[src/rtl/shift_pkg.sv]
// Shared definitions for the sequential shifter: mode codes, FSM states, mode check.
package shift_pkg;

    localparam logic [2:0] MODE_SRL = 3'b000;
    localparam logic [2:0] MODE_SLL = 3'b001;
    localparam logic [2:0] MODE_SRA = 3'b010;
    localparam logic [2:0] MODE_ROR = 3'b011;
    localparam logic [2:0] MODE_ROL = 3'b100;

    typedef enum logic [1:0] {
        S_IDLE  = 2'd0,
        S_SHIFT = 2'd1,
        S_DONE  = 2'd2
    } state_t;

    // Codes above ROL are reserved and complete with an error.
    function automatic logic is_legal_mode(input logic [2:0] mode);
        return (mode <= MODE_ROL);
    endfunction

endpackage

[src/rtl/shift_step.sv]
// Combinational shift of the working word by 0..STEP positions, reporting the last bit out.
module shift_step
    import shift_pkg::*;
#(
    parameter int WIDTH = 16,
    parameter int STEP  = 1,
    parameter int CNT_W = 1
) (
    input  logic [WIDTH-1:0] word,
    input  logic [2:0]       mode,
    input  logic [CNT_W-1:0] cnt,
    input  logic             fill,
    output logic [WIDTH-1:0] res,
    output logic             last_out
);

    // Unrolled chain of single-bit shifts; only the first cnt stages are active.
    always_comb begin
        res      = word;
        last_out = 1'b0;
        for (int i = 0; i < STEP; i++) begin
            if (i < int'(cnt)) begin
                case (mode)
                    MODE_SRL, MODE_SRA: begin
                        last_out = res[0];
                        res      = {fill, res[WIDTH-1:1]};
                    end
                    MODE_SLL: begin
                        last_out = res[WIDTH-1];
                        res      = {res[WIDTH-2:0], 1'b0};
                    end
                    MODE_ROR: begin
                        last_out = res[0];
                        res      = {res[0], res[WIDTH-1:1]};
                    end
                    MODE_ROL: begin
                        last_out = res[WIDTH-1];
                        res      = {res[WIDTH-2:0], res[WIDTH-1]};
                    end
                    default: ;
                endcase
            end
        end
    end

endmodule

[src/rtl/shift_unit_seq.sv]
// Sequential shifter: accepts one operand, shifts up to STEP bits per clock, pulses on completion.
module shift_unit_seq
    import shift_pkg::*;
#(
    parameter int WIDTH     = 16,
    parameter int AMT_WIDTH = $clog2(WIDTH),
    parameter int STEP      = 1
) (
    input  logic                 CLK,
    input  logic                 RST,
    input  logic [WIDTH-1:0]     A,
    input  logic [WIDTH-1:0]     B,
    input  logic                 Operand_Sel,
    input  logic [2:0]           Shift_Mode,
    input  logic [AMT_WIDTH-1:0] Shift_Amt,
    input  logic                 Shift_Enable,
    output logic                 Shift_Busy,
    output logic [WIDTH-1:0]     Shift_OUT,
    output logic                 Shift_Flag,
    output logic                 Shift_Carry,
    output logic                 Shift_Err
);

    localparam int CNT_W = $clog2(STEP + 1);

    state_t               state_q, state_d;
    logic [WIDTH-1:0]     work_q;
    logic [AMT_WIDTH-1:0] rem_q;
    logic [2:0]           mode_q;
    logic                 fill_q;
    logic                 illegal_q;
    logic                 last_q;
    logic [CNT_W-1:0]     step_n;
    logic [WIDTH-1:0]     step_res;
    logic                 step_out;
    logic [WIDTH-1:0]     sel_op;

    assign sel_op     = Operand_Sel ? B : A;
    assign Shift_Busy = (state_q != S_IDLE);

    // Positions to move this cycle: min(STEP, remaining).
    always_comb begin
        step_n = CNT_W'(rem_q);
        if (int'(rem_q) >= STEP) step_n = CNT_W'(STEP);
    end

    shift_step #(
        .WIDTH (WIDTH),
        .STEP  (STEP),
        .CNT_W (CNT_W)
    ) u_step (
        .word     (work_q),
        .mode     (mode_q),
        .cnt      (step_n),
        .fill     (fill_q),
        .res      (step_res),
        .last_out (step_out)
    );

    // FSM state register.
    always_ff @(posedge CLK or negedge RST) begin
        if (!RST) state_q <= S_IDLE;
        else      state_q <= state_d;
    end

    // Next state: zero amount or illegal mode skip straight to DONE.
    always_comb begin
        state_d = state_q;
        case (state_q)
            S_IDLE: begin
                if (Shift_Enable) begin
                    if (Shift_Amt == '0 || !is_legal_mode(Shift_Mode)) state_d = S_DONE;
                    else                                                state_d = S_SHIFT;
                end
            end
            S_SHIFT: if (rem_q == AMT_WIDTH'(step_n)) state_d = S_DONE;
            S_DONE:  state_d = S_IDLE;
            default: state_d = S_IDLE;
        endcase
    end

    // Working register, remaining count and latched operation context.
    always_ff @(posedge CLK or negedge RST) begin
        if (!RST) begin
            work_q    <= '0;
            rem_q     <= '0;
            mode_q    <= MODE_SRL;
            fill_q    <= 1'b0;
            illegal_q <= 1'b0;
            last_q    <= 1'b0;
        end else if (state_q == S_IDLE && Shift_Enable) begin
            work_q    <= sel_op;
            rem_q     <= Shift_Amt;
            mode_q    <= Shift_Mode;
            fill_q    <= (Shift_Mode == MODE_SRA) & sel_op[WIDTH-1];
            illegal_q <= !is_legal_mode(Shift_Mode);
            last_q    <= 1'b0;
        end else if (state_q == S_SHIFT) begin
            work_q <= step_res;
            rem_q  <= rem_q - AMT_WIDTH'(step_n);
            last_q <= step_out;
        end
    end

    // Result registers update only on the completion edge; flag is a single-cycle pulse.
    always_ff @(posedge CLK or negedge RST) begin
        if (!RST) begin
            Shift_OUT   <= '0;
            Shift_Flag  <= 1'b0;
            Shift_Carry <= 1'b0;
            Shift_Err   <= 1'b0;
        end else begin
            Shift_Flag <= (state_q == S_DONE);
            if (state_q == S_DONE) begin
                Shift_OUT   <= illegal_q ? '0 : work_q;
                Shift_Carry <= last_q;
                Shift_Err   <= illegal_q;
            end
        end
    end

endmodule

[config.mk]
export PLATFORM = sky130hd
export DESIGN_NAME = shift_unit_seq
export DESIGN_NICKNAME = d
export VERILOG_FILES = /design/src/rtl/shift_pkg.sv /design/src/rtl/shift_step.sv /design/src/rtl/shift_unit_seq.sv
export SDC_FILE = /design/constraint.sdc
export NUM_CORES = 1
export LEC_CHECK = 0
export ABC_AREA = 1
export CELL_PAD_IN_SITES_DETAIL_PLACEMENT = 1
export CELL_PAD_IN_SITES_GLOBAL_PLACEMENT = 1
export CORE_ASPECT_RATIO = 0.6
export CORE_MARGIN = 1
export CORE_UTILIZATION = 25
export CTS_CLUSTER_SIZE = 30
export DETAILED_ROUTE_END_ITERATION = 6
export HOLD_SLACK_MARGIN = 0.03
export PLACE_DENSITY = 0.57
export SYNTH_ARGS = -nofsm -noshare
export SYNTH_HDL_FRONTEND = slang
export SYNTH_HIERARCHICAL = 1
export SYNTH_SLANG_ARGS = --single-unit
export TNS_END_PERCENT = 5
[constraint.sdc]
create_clock -name CLK -period 2.35 [get_ports CLK]
set_input_delay 0.47 -clock CLK [delete_from_list [all_inputs] [get_ports CLK]]
set_output_delay 0.47 -clock CLK [all_outputs]
set_load 0.005 [all_outputs]
After elaboration in Yosys (flattened, before gate mapping) --
Cells that the tools add are included.
Operators by class: add/sub/neg operators 1, order comparisons 3, equality and inequality tests 10, muxes and demuxes 17, bitwise operators 1, reductions and logical operators 15
Operator list (number):
- 16-bit 2-to-1 mux | 5
- 16-bit case mux with 4 select lines | 1
- 3-bit by 2-bit equality test with 1-bit output, second input constant | 3
- 4-bit 2-to-1 mux | 2
- 2-bit 2-to-1 mux | 3
- 2-bit nonzero test | 3
- 5-bit nonzero test | 1
- 4-bit by 1-bit equality test with 1-bit output | 1
- 4-bit by 1-bit greater-or-equal comparator with 1-bit output, second input constant | 1
- 4-bit zero test | 1
- 1-bit 2-to-1 mux | 4
- 2-bit inequality test, second input constant | 2
- 2-bit case mux with 2 select lines | 1
- 2-bit OR reduction | 2
- 4-bit by 1-bit subtractor with 4-bit output | 1
- 3-bit by 1-bit equality test with 1-bit output, second input constant | 1
- 3-bit equality test, second input constant | 1
- 3-bit <= comparator, second input constant | 1
- 3-bit zero test | 1
- 3-bit AND reduction | 1
- 3-bit OR reduction | 1
- 2-bit by 1-bit equality test with 1-bit output, second input constant | 1
- 2-bit equality test, second input constant | 1
- 2-bit zero test | 1
- 7 further kinds | 7
Storage, ports and cells: bits in registers 47, logic and storage cells 58

Depth between registers and ports, before layout --
depth in word-level cells 6, gate-level depth with buffers 10

Cells and area by module --
Netlist, hierarchy kept.
By module, submodules not included:
- shift_unit_seq | instances 1, cells each 339, area each 2396.0 µm²
- shift_step | instances 1, cells each 121, area each 576.8 µm²

Least setup slack after synthesis --
No wires, ideal clock.
path kind register to register, start register mode_q[0], end register work_q[10], arrival time 1346 ps, data required time 2236 ps, setup slack 889 ps, cell stages (with the launch flop) 9, buffers on the path 1, cell sequence dfrtp_1 -> o21ai_4 -> nand2_4 -> buf_6 -> nor2_1 -> a21oi_1 -> or2_0 -> nand2_1 -> nor2_1
Between the ends: longest elaborated chain between the ends 6, elaborated cells between the ends (all ways) 12
RTL lines:
- from (decl) | line shift_unit_seq.sv:29 | logic [2:0] mode_q;
- from (signal assigned) | line shift_unit_seq.sv:94 | mode_q <= Shift_Mode;
- 3-bit by 2-bit equality test with 1-bit output / 3-bit zero test (equally long branches) | line shift_step.sv:23 | case (mode)
- 2-bit OR reduction | line shift_step.sv:23
- 16-bit case mux with 4 select lines (*) | line shift_step.sv:23
- 16-bit 2-to-1 mux (*) | line shift_step.sv:22 | if (i < int'(cnt)) begin
- via step_res[10] | line shift_unit_seq.sv:34 | logic [WIDTH-1:0] step_res;
- 16-bit 2-to-1 mux (*) | line shift_unit_seq.sv:98 | end else if (state_q == S_SHIFT) begin
- 16-bit 2-to-1 mux (*) | line shift_unit_seq.sv:91 | end else if (state_q == S_IDLE && Shift_Enable) begin
- to (signal assigned) | line shift_unit_seq.sv:92 | work_q <= sel_op;
- to (signal assigned) | line shift_unit_seq.sv:99 | work_q <= step_res;
- to (decl) | line shift_unit_seq.sv:27 | logic [WIDTH-1:0] work_q;
Mark *: on every way through the listed nets, which the timed path passes. The rest lies on a longest branch. The select of a mux whose other input is x is not followed. A chain may end at the register's enable or synchronous reset.

Worst setup path after layout --
start register state_q[0], end output port Shift_Busy
Between the ends: longest elaborated chain between the ends 1
RTL lines:
- from (decl) | line shift_unit_seq.sv:26 | state_t state_q, state_d;
- from (signal assigned) | line shift_unit_seq.sv:63 | else state_q <= state_d;
- 2-bit nonzero test | line shift_unit_seq.sv:39 | assign Shift_Busy = (state_q != S_IDLE);
- to (decl) | line shift_unit_seq.sv:17 | output logic Shift_Busy,
Every way passes these cells.

==> implementation parameters <==
Parameter                              Value

Timing
  Final-report max-slew violation count ... 0
  Setup-violating endpoint count in the final report ... 0
  Period utilization ... approximately four fifths
  Total Neg Setup Slack ... 0 ps
  Worst slew pin tran ... approximately 640 ps
  Final worst slack ... roughly 430 ps
  Rel. slew slack ... between 50% and 60%
  Fin Clk Skew ... 2.91 ps
  Number of endpoints with negative hold slack in the final report ... 0
  FMAX ... a little over 500 MHz
  Time the final worst path needs with I/O delays and setup ... roughly 1900 ps
  Unrepaired setup endpoints after global routing ... false

GRT
  Number of antenna violations at the first check in global routing ... 0
  Number of global-route vias before repair ... about 2,900
  Grt total ovfl ... 0
  Maximum number of pins on one net before global-route repair ... 31
  Global-route wire length before repair ... 15,100 µm
  Gr usage total ... ~16%

Clocking
  Max clock buf depth ... 2
  Clock Root Buffer ... sky130_fd_sc_hd__clkbuf_16
  TritonCTS clock tree ... built
  Clock latency on the worst-skew pair ... around 290 ps
  # resized after CTS ... 0
  Hold_buf cts ... 0
  Number of post-CTS setup repair buffers ... 0
  Reg clk slew, reported paths ... 70 ps
  H-tree depth reported by CTS ... 2
  Cts bufs inserted ... 5
  Clock sink total ... 47

Cells and area
  Antenna Cells ... 0
  Final nets ... around 560
  Layout cells sized above 1 ... about 6.4%
  Synth-to-layout area growth ... 30.8%
  Count of filler cells inserted in the layout ... around 1,500
  Post-route cell area ... between 3000 and 4000 µm²
  Fin util ... about a third

Drt
  Via count ... between 2,000 and 3,000
  Remaining design rule violation count ... 0
  Routed length per instance ... about 14 µm
  Vias per cell ... around 4.2
  Iteration-0 DRC Markers ... 87
  Total routed wirelength ... a little over 9000 µm
  First-pass iteration count of the detailed router ... 4
  Detail Route Antenna Nets ... 0

Worst setup path
  Worst reg2reg path startpoint ... mode_q[0]$_DFFE_PN0P_
  Peak per-stage delay on the critical path ... 510 ps
  Data arrival time of the critical path ... between 1000 and 1500 ps
  R2R cell count ... 8
  Buffers & Inverters on Critical Path ... 2
  Crit-path max FO ... 6
  R2r setup slk ... between 500 and 600 ps
  Crit path max-delay cell type ... sky130_fd_sc_hd__dfrtp_1
  Crit Path Class ... reg -> out
  Worst setup path end ... Shift_Busy
  Endpoint of the worst register-to-register path ... work_q[3]$_DFFE_PN0P_
  Required @ worst endpoint ... approximately 1900 ps
  Cell Chain, Critical Path ... inv_1 > nand2_1 > clkdlybuf4s50_1
  Kind of start point of the critical path ... flop
  Beginning of the critical path ... state_q[0]$_DFFE_PN0P_
  Total stage count of the critical path ... 3
  Category of cells accounting for the largest share of critical-path delay ... buffers and inverters
  Critical path capture point type ... output pin

Synth
  Synthesized net count ... ~510
  Yosys top cell by area ... sky130_fd_sc_hd__dfrtp_1
  Count leader, synth ... sky130_fd_sc_hd__nand2_1
  Most area-consuming cells after synthesis ... sky130_fd_sc_hd__dfrtp_1 (40%), sky130_fd_sc_hd__nand2_1 (20%), sky130_fd_sc_hd__nor2_1 (9.6%), sky130_fd_sc_hd__inv_1 (9.1%), sky130_fd_sc_hd__nand3_1 (4.0%)
  Number of synthesized flops with an enable pin ... 0
  Combined area of all synthesized cells ... about 3000 µm²
  Sequential cell area fraction in the yosys report ... about 40%
  Async SR Flop Fraction ... 100%
  Synth top area share ... 39.6%
  Post-synthesis register bit count ... 47
  Gate count of the mapped netlist ... 460
  Synth cell types ... 24
  Top FF cell, synth ... sky130_fd_sc_hd__dfrtp_1
  Most numerous cell types in the synthesized netlist ... sky130_fd_sc_hd__nand2_1 (161), sky130_fd_sc_hd__nor2_1 (76), sky130_fd_sc_hd__inv_1 (72)
  Syn. warnings ... 6
  Mean cell area of the mapped netlist ... approximately 6.5 µm²

Placement
  Routability-driven placement congestion ratio ... roughly 0.74
  Worst Setup Slack post-DPL ... approximately 500 ps
  Number of input and output port buffers inserted ... slightly above 60
  HPWL after detailed placement ... between 6000 and 7000 µm
  Placement Cell Area ... about 3700 µm²

Status
  Outcome ... complete, no violations

Power
  Leakage power of the design ... ~2.1 nW
  Power density over the cells ... about 1300 nW/µm²
  Worst vdd ir ... between 0.0004 and 0.0005 V

Worst hold path
  Worst min path class ... in -> async

Floorplanning
  Vertical extent of the die ... ~86 µm
  Initial Util ... between 20% and 30%
  Width of the die ... between 100 and 150 µm
  DIE AREA ... 12,300 µm²
  Placeable Area ... 11,400 µm²
  Number of ports placed on the die boundary ... 63
  Row count ... 30

Run
  Number of maximum-capacitance violations ... 0
==> stage by stage <==
step,hold slack (ps),power (mW),instances
4_1_cts,221,5.27,679
5_1_grt,237,5.73,679
6_report,197,5.18,679
3_3_place_gp,462,4.31,671
2_1_floorplan,174,3.45,460
3_5_place_dp,470,4.39,671
==> cell usage in the layout (no fill, tap or decap) <==
cell type,instances
sky130_fd_sc_hd__bufinv_16,1
sky130_fd_sc_hd__a21oi_1,16
sky130_fd_sc_hd__inv_6,1
sky130_fd_sc_hd__nand2_4,1
sky130_fd_sc_hd__nand3_1,24
sky130_fd_sc_hd__o21ai_4,1
sky130_fd_sc_hd__o21ai_2,1
sky130_fd_sc_hd__clkinv_4,1
sky130_fd_sc_hd__ha_1,2
sky130_fd_sc_hd__clkdlybuf4s50_1,61
sky130_fd_sc_hd__buf_4,4
sky130_fd_sc_hd__nor3b_1,1
sky130_fd_sc_hd__nor2_2,2
sky130_fd_sc_hd__clkbuf_16,5
sky130_fd_sc_hd__nand2_2,2
sky130_fd_sc_hd__or2_0,7
sky130_fd_sc_hd__o21ai_0,18
sky130_fd_sc_hd__xor2_1,1
sky130_fd_sc_hd__nor2_1,76
sky130_fd_sc_hd__inv_1,72
sky130_fd_sc_hd__nor3_2,1
sky130_fd_sc_hd__or2_2,4
sky130_fd_sc_hd__buf_12,1
sky130_fd_sc_hd__buf_2,1
sky130_fd_sc_hd__nand2_1,161
sky130_fd_sc_hd__nor2_4,2
sky130_fd_sc_hd__inv_2,5
sky130_fd_sc_hd__dfrtp_1,47
==> routing by layer <==
layer / routed length [µm] / GRT usage [%] / up-vias
li1: - / - / 1476
met1: 5230 / 25.8 / 1332
met2: 3520 / 22.2 / 59
met3: 430 / 2.93 / 2
met4: 23 / 2.93 / 0
met5: 0 / 0 / -
==> registers in the layout, summed over array words and instances, names as in the netlist <==
register / count
Shift_Flag: 1
Shift_Err: 1
work_q: 16
illegal_q: 1
fill_q: 1
rem_q: 4
mode_q: 3
last_q: 1
state_q: 2
Shift_OUT: 16
Shift_Carry: 1
==> final cells by class <==
type,instances,area [µm²],area share [%]
multi-input cells,320,1380,35.6
flip-flops and latches,47,1180,30.3
repair buffers,67,666,17.1
inverters,77,289,7.43
well taps,160,200,5.15
clock buffers,5,125,3.22
clock inverters,3,47.5,1.22
==> worst min path at each step <==
| stage | startpoint | end | slack, ps |
|---|---|---|---|
| after detailed placement | fill_q$_DFFE_PN0P_ | fill_q$_DFFE_PN0P_ | 470 |
| after CTS | RST | Shift_Err$_DFFE_PN0P_ | 220 |
| after floorplan | RST | Shift_Carry$_DFFE_PN0P_ | 170 |
| after global placement | Shift_OUT[7]$_DFFE_PN0P_ | Shift_OUT[7]$_DFFE_PN0P_ | 460 |
| final | RST | Shift_Err$_DFFE_PN0P_ | 200 |
| after global routing | RST | Shift_OUT[13]$_DFFE_PN0P_ | 240 |
==> cells by family (layout without fill, tap and decap cells) <==
kind of cell	Yosys count	in the layout	share of synthesized area (%)
simple gates	281	281	38.8
buf+inv	93	152	13.9
flops	47	47	39.6
compound gates	36	36	6.57
fa+ha+maj	2	2	0.842
xor+xnor	1	1	0.295
==> power breakdown <==
part,switching [mW],internal [mW]
clock network,0.337,0.508
registers,0.393,1.19
logic,1.63,1.12
Note: power is estimated with default switching activity, not from simulation.
